### src/rtl/serial_parity_frame_rx.sv
// Serial frame receiver feeding the even-parity checker: start bit, DATA_W data
// bits LSB first, one parity bit, one stop bit. Only stop-bit framing is judged here.
module serial_parity_frame_rx #(
    parameter int DATA_W       = 4,
    parameter int CLKS_PER_BIT = 4
) (
    input  logic              clk,
    input  logic              rst,
    input  logic              rx,
    output logic [DATA_W-1:0] data,
    output logic              parity,
    output logic              valid,
    output logic              frame_err,
    output logic              busy
);

    localparam int HALF  = CLKS_PER_BIT / 2;
    localparam int CNT_W = $clog2(CLKS_PER_BIT);
    localparam int IDX_W = (DATA_W > 1) ? $clog2(DATA_W) : 1;

    localparam logic [CNT_W-1:0] HALF_M1  = CNT_W'(HALF - 1);
    localparam logic [CNT_W-1:0] BIT_M1   = CNT_W'(CLKS_PER_BIT - 1);
    localparam logic [IDX_W-1:0] LAST_IDX = IDX_W'(DATA_W - 1);

    typedef enum logic [2:0] {
        S_IDLE,
        S_START,
        S_DATA,
        S_PARITY,
        S_STOP
    } state_t;

    state_t             state_q, state_d;
    logic [CNT_W-1:0]   cnt_q, cnt_d;
    logic [IDX_W-1:0]   idx_q, idx_d;
    logic [DATA_W-1:0]  shift_q, shift_d;
    logic               par_hold_q, par_hold_d;
    logic [DATA_W-1:0]  data_q, data_d;
    logic               parity_q, parity_d;
    logic               valid_q, valid_d;
    logic               frame_err_q, frame_err_d;
    logic               sync1_q, sync2_q;
    logic               rx_s;

    // Two-flop synchronizer; the FSM only ever looks at rx_s.
    always_ff @(posedge clk) begin
        if (rst) begin
            sync1_q <= 1'b1;
            sync2_q <= 1'b1;
        end else begin
            sync1_q <= rx;
            sync2_q <= sync1_q;
        end
    end

    assign rx_s = sync2_q;

    always_ff @(posedge clk) begin
        if (rst) begin
            state_q     <= S_IDLE;
            cnt_q       <= '0;
            idx_q       <= '0;
            shift_q     <= '0;
            par_hold_q  <= 1'b0;
            data_q      <= '0;
            parity_q    <= 1'b0;
            valid_q     <= 1'b0;
            frame_err_q <= 1'b0;
        end else begin
            state_q     <= state_d;
            cnt_q       <= cnt_d;
            idx_q       <= idx_d;
            shift_q     <= shift_d;
            par_hold_q  <= par_hold_d;
            data_q      <= data_d;
            parity_q    <= parity_d;
            valid_q     <= valid_d;
            frame_err_q <= frame_err_d;
        end
    end

    always_comb begin
        state_d     = state_q;
        cnt_d       = cnt_q;
        idx_d       = idx_q;
        shift_d     = shift_q;
        par_hold_d  = par_hold_q;
        data_d      = data_q;
        parity_d    = parity_q;
        valid_d     = 1'b0;
        frame_err_d = 1'b0;

        unique case (state_q)
            S_IDLE: begin
                cnt_d = '0;
                if (!rx_s) begin
                    state_d = S_START;
                end
            end

            // Re-check the start bit at its midpoint to reject glitches.
            S_START: begin
                cnt_d = cnt_q + 1'b1;
                if (cnt_q == HALF_M1) begin
                    cnt_d = '0;
                    if (!rx_s) begin
                        state_d = S_DATA;
                        idx_d   = '0;
                    end else begin
                        state_d = S_IDLE;
                    end
                end
            end

            S_DATA: begin
                cnt_d = cnt_q + 1'b1;
                if (cnt_q == BIT_M1) begin
                    cnt_d          = '0;
                    shift_d[idx_q] = rx_s;
                    if (idx_q == LAST_IDX) begin
                        state_d = S_PARITY;
                    end else begin
                        idx_d = idx_q + 1'b1;
                    end
                end
            end

            S_PARITY: begin
                cnt_d = cnt_q + 1'b1;
                if (cnt_q == BIT_M1) begin
                    cnt_d      = '0;
                    par_hold_d = rx_s;
                    state_d    = S_STOP;
                end
            end

            // Leaving at mid stop bit lets a back-to-back start edge be caught.
            S_STOP: begin
                cnt_d = cnt_q + 1'b1;
                if (cnt_q == BIT_M1) begin
                    cnt_d   = '0;
                    state_d = S_IDLE;
                    if (rx_s) begin
                        data_d   = shift_q;
                        parity_d = par_hold_q;
                        valid_d  = 1'b1;
                    end else begin
                        frame_err_d = 1'b1;
                    end
                end
            end

            default: begin
                state_d = S_IDLE;
                cnt_d   = '0;
            end
        endcase
    end

    assign data      = data_q;
    assign parity    = parity_q;
    assign valid     = valid_q;
    assign frame_err = frame_err_q;
    assign busy      = (state_q != S_IDLE);

endmodule
### config.mk
export PLATFORM = sky130hd
export DESIGN_NAME = serial_parity_frame_rx
export DESIGN_NICKNAME = d
export VERILOG_FILES = /design/src/rtl/serial_parity_frame_rx.sv
export SDC_FILE = /design/constraint.sdc
export NUM_CORES = 1
export LEC_CHECK = 0
export ABC_AREA = 1
export BUFFER_PORTS_ARGS = -buffer_cell sky130_fd_sc_hd__buf_2
export CORE_MARGIN = 2
export CORE_UTILIZATION = 50
export CTS_CLUSTER_DIAMETER = 80
export DETAILED_ROUTE_END_ITERATION = 10
export PLACE_DENSITY = 0.7
export SETUP_SLACK_MARGIN = 0.15
export SYNTH_ARGS = -nofsm -noshare
export SYNTH_HDL_FRONTEND = slang
export SYNTH_SLANG_ARGS = --single-unit
export TNS_END_PERCENT = 10
### constraint.sdc
create_clock -name clk -period 1.5 [get_ports clk]
set_clock_uncertainty 0.2 [all_clocks]
set_input_delay 0.15 -clock clk [delete_from_list [all_inputs] [get_ports clk]]
set_output_delay 0.15 -clock clk [all_outputs]
set_load 0.005 [all_outputs]
==> flow_summary.ini, run 1 <==
[die]
die_area_um2 = 2470
row_count = 16
start_util = 0.531
die_h_um = 49.7
ios = 11
dieWidth_um = 49.7
core_um2 = 1960

[setup_path]
crit_chain = ha_4 > inv_6 > nor3_4 > nand3_1 > a21oi_1
arrival_ps = 1490
critPathBufInv = 1
r2r_end = shift_q[2]
critPathTopFamily = simple AND/OR/NAND/NOR gates
r2r_cells = 5
r2r_start = cnt_q[1]
crit_type = reg -> reg
slowest_delay_ps = 380
crit_required_ps = 1550
cp_max_fo = 8
rrSetupSlack_ps = 60
startpoint_type = flop
cp-end-kind = flop
critPathSlowestCell = dfxtp_2

[synth]
synthTopCellsByArea = dfxtp_1, nand2_1, ha_1
yosysWarnings = 0
avgSynthCellArea_um2 = 7.96
synth_cell_types = 22
synth_top_cell_area_share = 0.403
synth_nets = 141
ys_seq_elements = 21
netlist_instances = 131
synth_top_area_cell = dfxtp_1
seq_area_frac_synth = 0.403
syn_area_um2 = 1040

[global_routing]
grt_pass1_wl_um = 3520
grt_use_total = 0.187
antenna_found_initial = 0
grt_overflow = 0
grt_max_degree = 16
grt_pass1_vias = 867

[clock_tree]
clk_path_buf_depth = 2
cts_buffers = 3
clock_latency_ps = 310
clk_pin_slew_ps = 120
cts_tree = yes
cts-root-buf = clkbuf_4
cts.sinks = 21
h-tree-depth = 1

[sta]
rsz0062_at_grt = true
finalHoldViolCount = 0
fmax_ghz = 0.696
setup_violations = 0
post-route-min-period_ps = 1440
worst_pin_slew_ps = 311
whs_ps = 250
post-route-period-util = 0.958
slew_headroom = 0.792
layout_setup_ws_ps = 63.0
drv_slew = 0

[route]
dr_total_vias = 916
drc = 0
postRouteWirelength_um = 2250
final_antenna_net_count = 0
routedWlPerCell_um = 12.5
drtIter0Drc = 10
dr.pass1.iters = 4
avgViaCountPerCell = 5.09

[pwr]
switchingPower_mw = 0.880
p_comb_frac = 0.493
switching_share = 0.437
p_leak_nw = 0.522
p_int_mw = 1.13
power_density_nw_per_um2 = 1480
power.total_mw = 2.01
p_clk_frac = 0.141
pwr-share-seq = 0.366
vdd_drop_max_v = 0.00116

[outcome]
status = completed

[placed_design]
place.gp.congestion = 0.825
placed_area_um2 = 1150
post-dp-hpwl_um = 1420
port-buffer-count = 10
placed_cells = 168
place_ws_ps = 41.0

[hold_path]
hold_path.startpoint = sync1_q
hp-class = reg -> reg
hold_depth = 1
hold_end = rx_s

[cells_and_area]
mostFrequentLayoutCells = nand2_1, dfxtp_1, nand3_1
diodes = 0
layout.cells.most_common = nand2_1
layout-drive-gt1-share = 0.451
finalInstanceArea_um2 = 1360
final_nets = 164
finalNonFillerCells = 180
area_growth_pct = 30.1

[job]
maxCapViolCount = 0
power groups by stage:
stage	clock [mW]	combinational (mW)	sequential [mW]
finish	0.283	0.992	0.738
global route	0.316	1.09	0.744
CTS	0.282	0.935	0.725
detailed placement	0	0.776	0.734
global placement	0	0.760	0.729
floorplan	0	0.644	0.716
area by class of cell:
class | instances | area [um^2]
Clock buffer | 3 | 22.5
Clock inverter | 1 | 5.00
Fill cell | 179 | 606
Inverter | 12 | 52.6
Multi-Input combinational cell | 96 | 673
Sequential cell | 21 | 437
Tap cell | 27 | 33.8
Timing Repair Buffer | 20 | 133
what timing repair did:
action,4_1_cts,5_1_grt
pin swaps,7,11
endpoints found under the hold margin,12,0
hold buffers,2,0
gates resized for setup,19,14
gates cloned,0,0
setup endpoints to repair,16,18
setup buffers,6,0
worst reg2reg max path, stage by stage, from the launching register on:
cell and delay, ps:
dfxtp_2 380, ha_4 160, inv_6 50, nor3_4 300, nand3_1 130, a21oi_1 150
metrics by stage:
stage	utilization	setup TNS (ps)
after CTS	0.661	0
after detailed placement	0.585	0
after floorplan	-	0
after global placement	0.585	0
after global routing	0.691	-16.1
final	0.691	0
cell families (layout without fill, tap and decap cells):
logic type                 Yosys count  count (layout)  share of synthesized area
DFF                                 21              21                      0.403
buffers and inverters               14              36                     0.0504
and+or+nand+nor                     70              70                      0.361
AOI/OAI and AO/OA                   19              19                      0.101
adders and majority gates            7               7                     0.0840
cell usage after synthesis (all sizes together):
library cell  instances
nand2                34
dfxtp                21
nor2                 16
a21oi                15
nand3                13
inv                  12
ha                    7
nor3                  3
o21ai                 3
clkbuf                2
or2                   2
nand4                 1
nor4                  1
o21bai                1
worst max-delay path by stage:
stage / startpoint / endpoint / cells after the start
finish: cnt_q[1] / shift_q[2] / 5
global route: cnt_q[1] / shift_q[1] / 5
CTS: state_q[0] / busy / 3
detailed placement: cnt_q[1] / data[1] / 6
global placement: cnt_q[0] / parity / 6
floorplan: state_q[0] / state_q[1] / 7
registers in the layout, summed over array words and instances (netlist names):
signal      cells
parity          1
sync1_q         1
rx_s            1
data            4
cnt_q           2
par_hold_q      1
valid           1
shift_q         4
frame_err       1
state_q         3
idx_q           2
per-layer routing:
layer / GRT usage / routed length (um) / vias up
met4: 0.102 / 63 / 0
met5: 0 / 0 / -
met3: 0.0364 / 59 / 5
met2: 0.331 / 1180 / 15
met1: 0.210 / 949 / 427
li1: - / - / 469
Power figures use the tool's default switching activity.
==> run 2: changes to the inputs <==
Settings changed: PLACE_DENSITY 0.7 to 0.73.
==> run 2 against run 1 <==
  * Setup slack worse by 6.3 ps
  * Critical path depth increased by 1
  * Utilization decreased by 2.1 points
  * Via count down 1.1%
  * Register-to-register slack barely moved
  * Sequential cell count is the same
  * Wire length decreased by 1.6%
  * Clock power fell by 4%
  * Sequential power about the same
  * Critical endpoint unchanged
==> flow_summary.ini, run 2 (synthesis gave the netlist of run 1 again) <==
[die]
ios = 11
row_count = 16
die_h_um = 49.7
core_um2 = 1960
die_area_um2 = 2470
start_util = 0.531
dieWidth_um = 49.7

[sta]
post-route-min-period_ps = 1440
post-route-period-util = 0.962
setup_violations = 0
drv_slew = 0
slew_headroom = 0.779
tns_ps = 0
rsz0062_at_grt = true
worst_pin_slew_ps = 331
whs_ps = 226
fmax_ghz = 0.693
finalHoldViolCount = 0

[route]
routedWlPerCell_um = 12.3
drtIter0Drc = 18
final_antenna_net_count = 0
postRouteWirelength_um = 2220
drc = 0
dr.pass1.iters = 4
dr_total_vias = 906
avgViaCountPerCell = 5.03

[clock_tree]
clock_latency_ps = 310
cts.sinks = 21
cts_buffers = 3
clk_path_buf_depth = 2
h-tree-depth = 1
cts-root-buf = clkbuf_4
cts_tree = yes
clk_pin_slew_ps = 120

[setup_path]
crit_type = reg -> reg
cp-end-kind = flop
startpoint_type = flop
cp_max_fo = 8
r2r_cells = 6
crit_required_ps = 1510
arrival_ps = 1450

[cells_and_area]
final_core_util = 0.670
area_growth_pct = 26.2
layout-drive-gt1-share = 0.386
mostFrequentLayoutCells = nand2_1, dfxtp_1, nand3_1
final_nets = 164
finalInstanceArea_um2 = 1320
diodes = 0
seq_area_um2 = 439
layout.cells.most_common = nand2_1
fillerInstances = 169
multiInputGateArea_um2 = 622

[placed_design]
post-dp-hpwl_um = 1520
place.gp.congestion = 0.896
port-buffer-count = 10
placed_area_um2 = 1140

[job]
maxCapViolCount = 0

[pwr]
power_density_nw_per_um2 = 1520
p_leak_nw = 0.513
vdd_drop_max_v = 0.00107

[global_routing]
grt_max_degree = 16
grt_pass1_vias = 836
grt_pass1_wl_um = 3620
antenna_found_initial = 0
grt_overflow = 0
grt_use_total = 0.197

[hold_path]
hold_depth = 1
hp-class = reg -> reg

[outcome]
status = completed
[run 2: what timing repair did]
action | in CTS | in global routing
hold buffers | 2 | 0
endpoints found under the setup margin | 16 | 17
hold endpoints to repair | 12 | 0
resized for setup | 13 | 6
buffers inserted | 6 | 1
pin swaps | 5 | 5
[run 2: critical path: stages (launching register included)]
cell     delay (ps)
dfxtp_2         380
ha_4            150
inv_4            60
nor3_4          320
nand2_1         100
nand2_1          90
a21oi_2          50
[run 2: final cells by class]
class | count | area share
Clock buffer | 3 | 0.0171
Clock inverter | 1 | 0.00381
Inverter | 12 | 0.0381
Multi-Input combinational cell | 96 | 0.473
Sequential cell | 21 | 0.334
Tap cell | 27 | 0.0257
Timing Repair Buffer | 20 | 0.108
[run 2: routing by layer]
layer,part of all wire,vias to the layer above,wire [um],GRT usage
met4,0.019,0,42,0.0972
li1,-,469,-,-
met1,0.46,414,1010,0.234
met3,0.033,9,73,0.0667
met2,0.49,14,1090,0.316
met5,0,-,0,0
[run 2: path summary, 6_finish.rpt]
path / startpoint / endpoint / slack, ps
worst max-delay path: cnt_q[0] / shift_q[2] / 60
worst max register to register: cnt_q[0] / shift_q[2] / 60
worst min-delay path: sync1_q / rx_s / 230
worst min register to register: sync1_q / rx_s / 230
[run 2: metrics by stage]
step / setup WS (ps) / cells / power [mW]
finish: 56.7 / 180 / 2.00
global route: -21.8 / 180 / 2.15
CTS: 79.3 / 179 / 1.96
detailed placement: -15.8 / 167 / 1.52
global placement: 33.9 / 167 / 1.48
floorplan: 157 / 131 / 1.36
[run 2: where the power goes]
group / internal, mW / switching, mW / leakage, nW
logic: 0.429 / 0.570 / 0.320
clock network: 0.0997 / 0.171 / 0.0177
registers: 0.629 / 0.105 / 0.175
total: 1.16 / 0.846 / 0.513
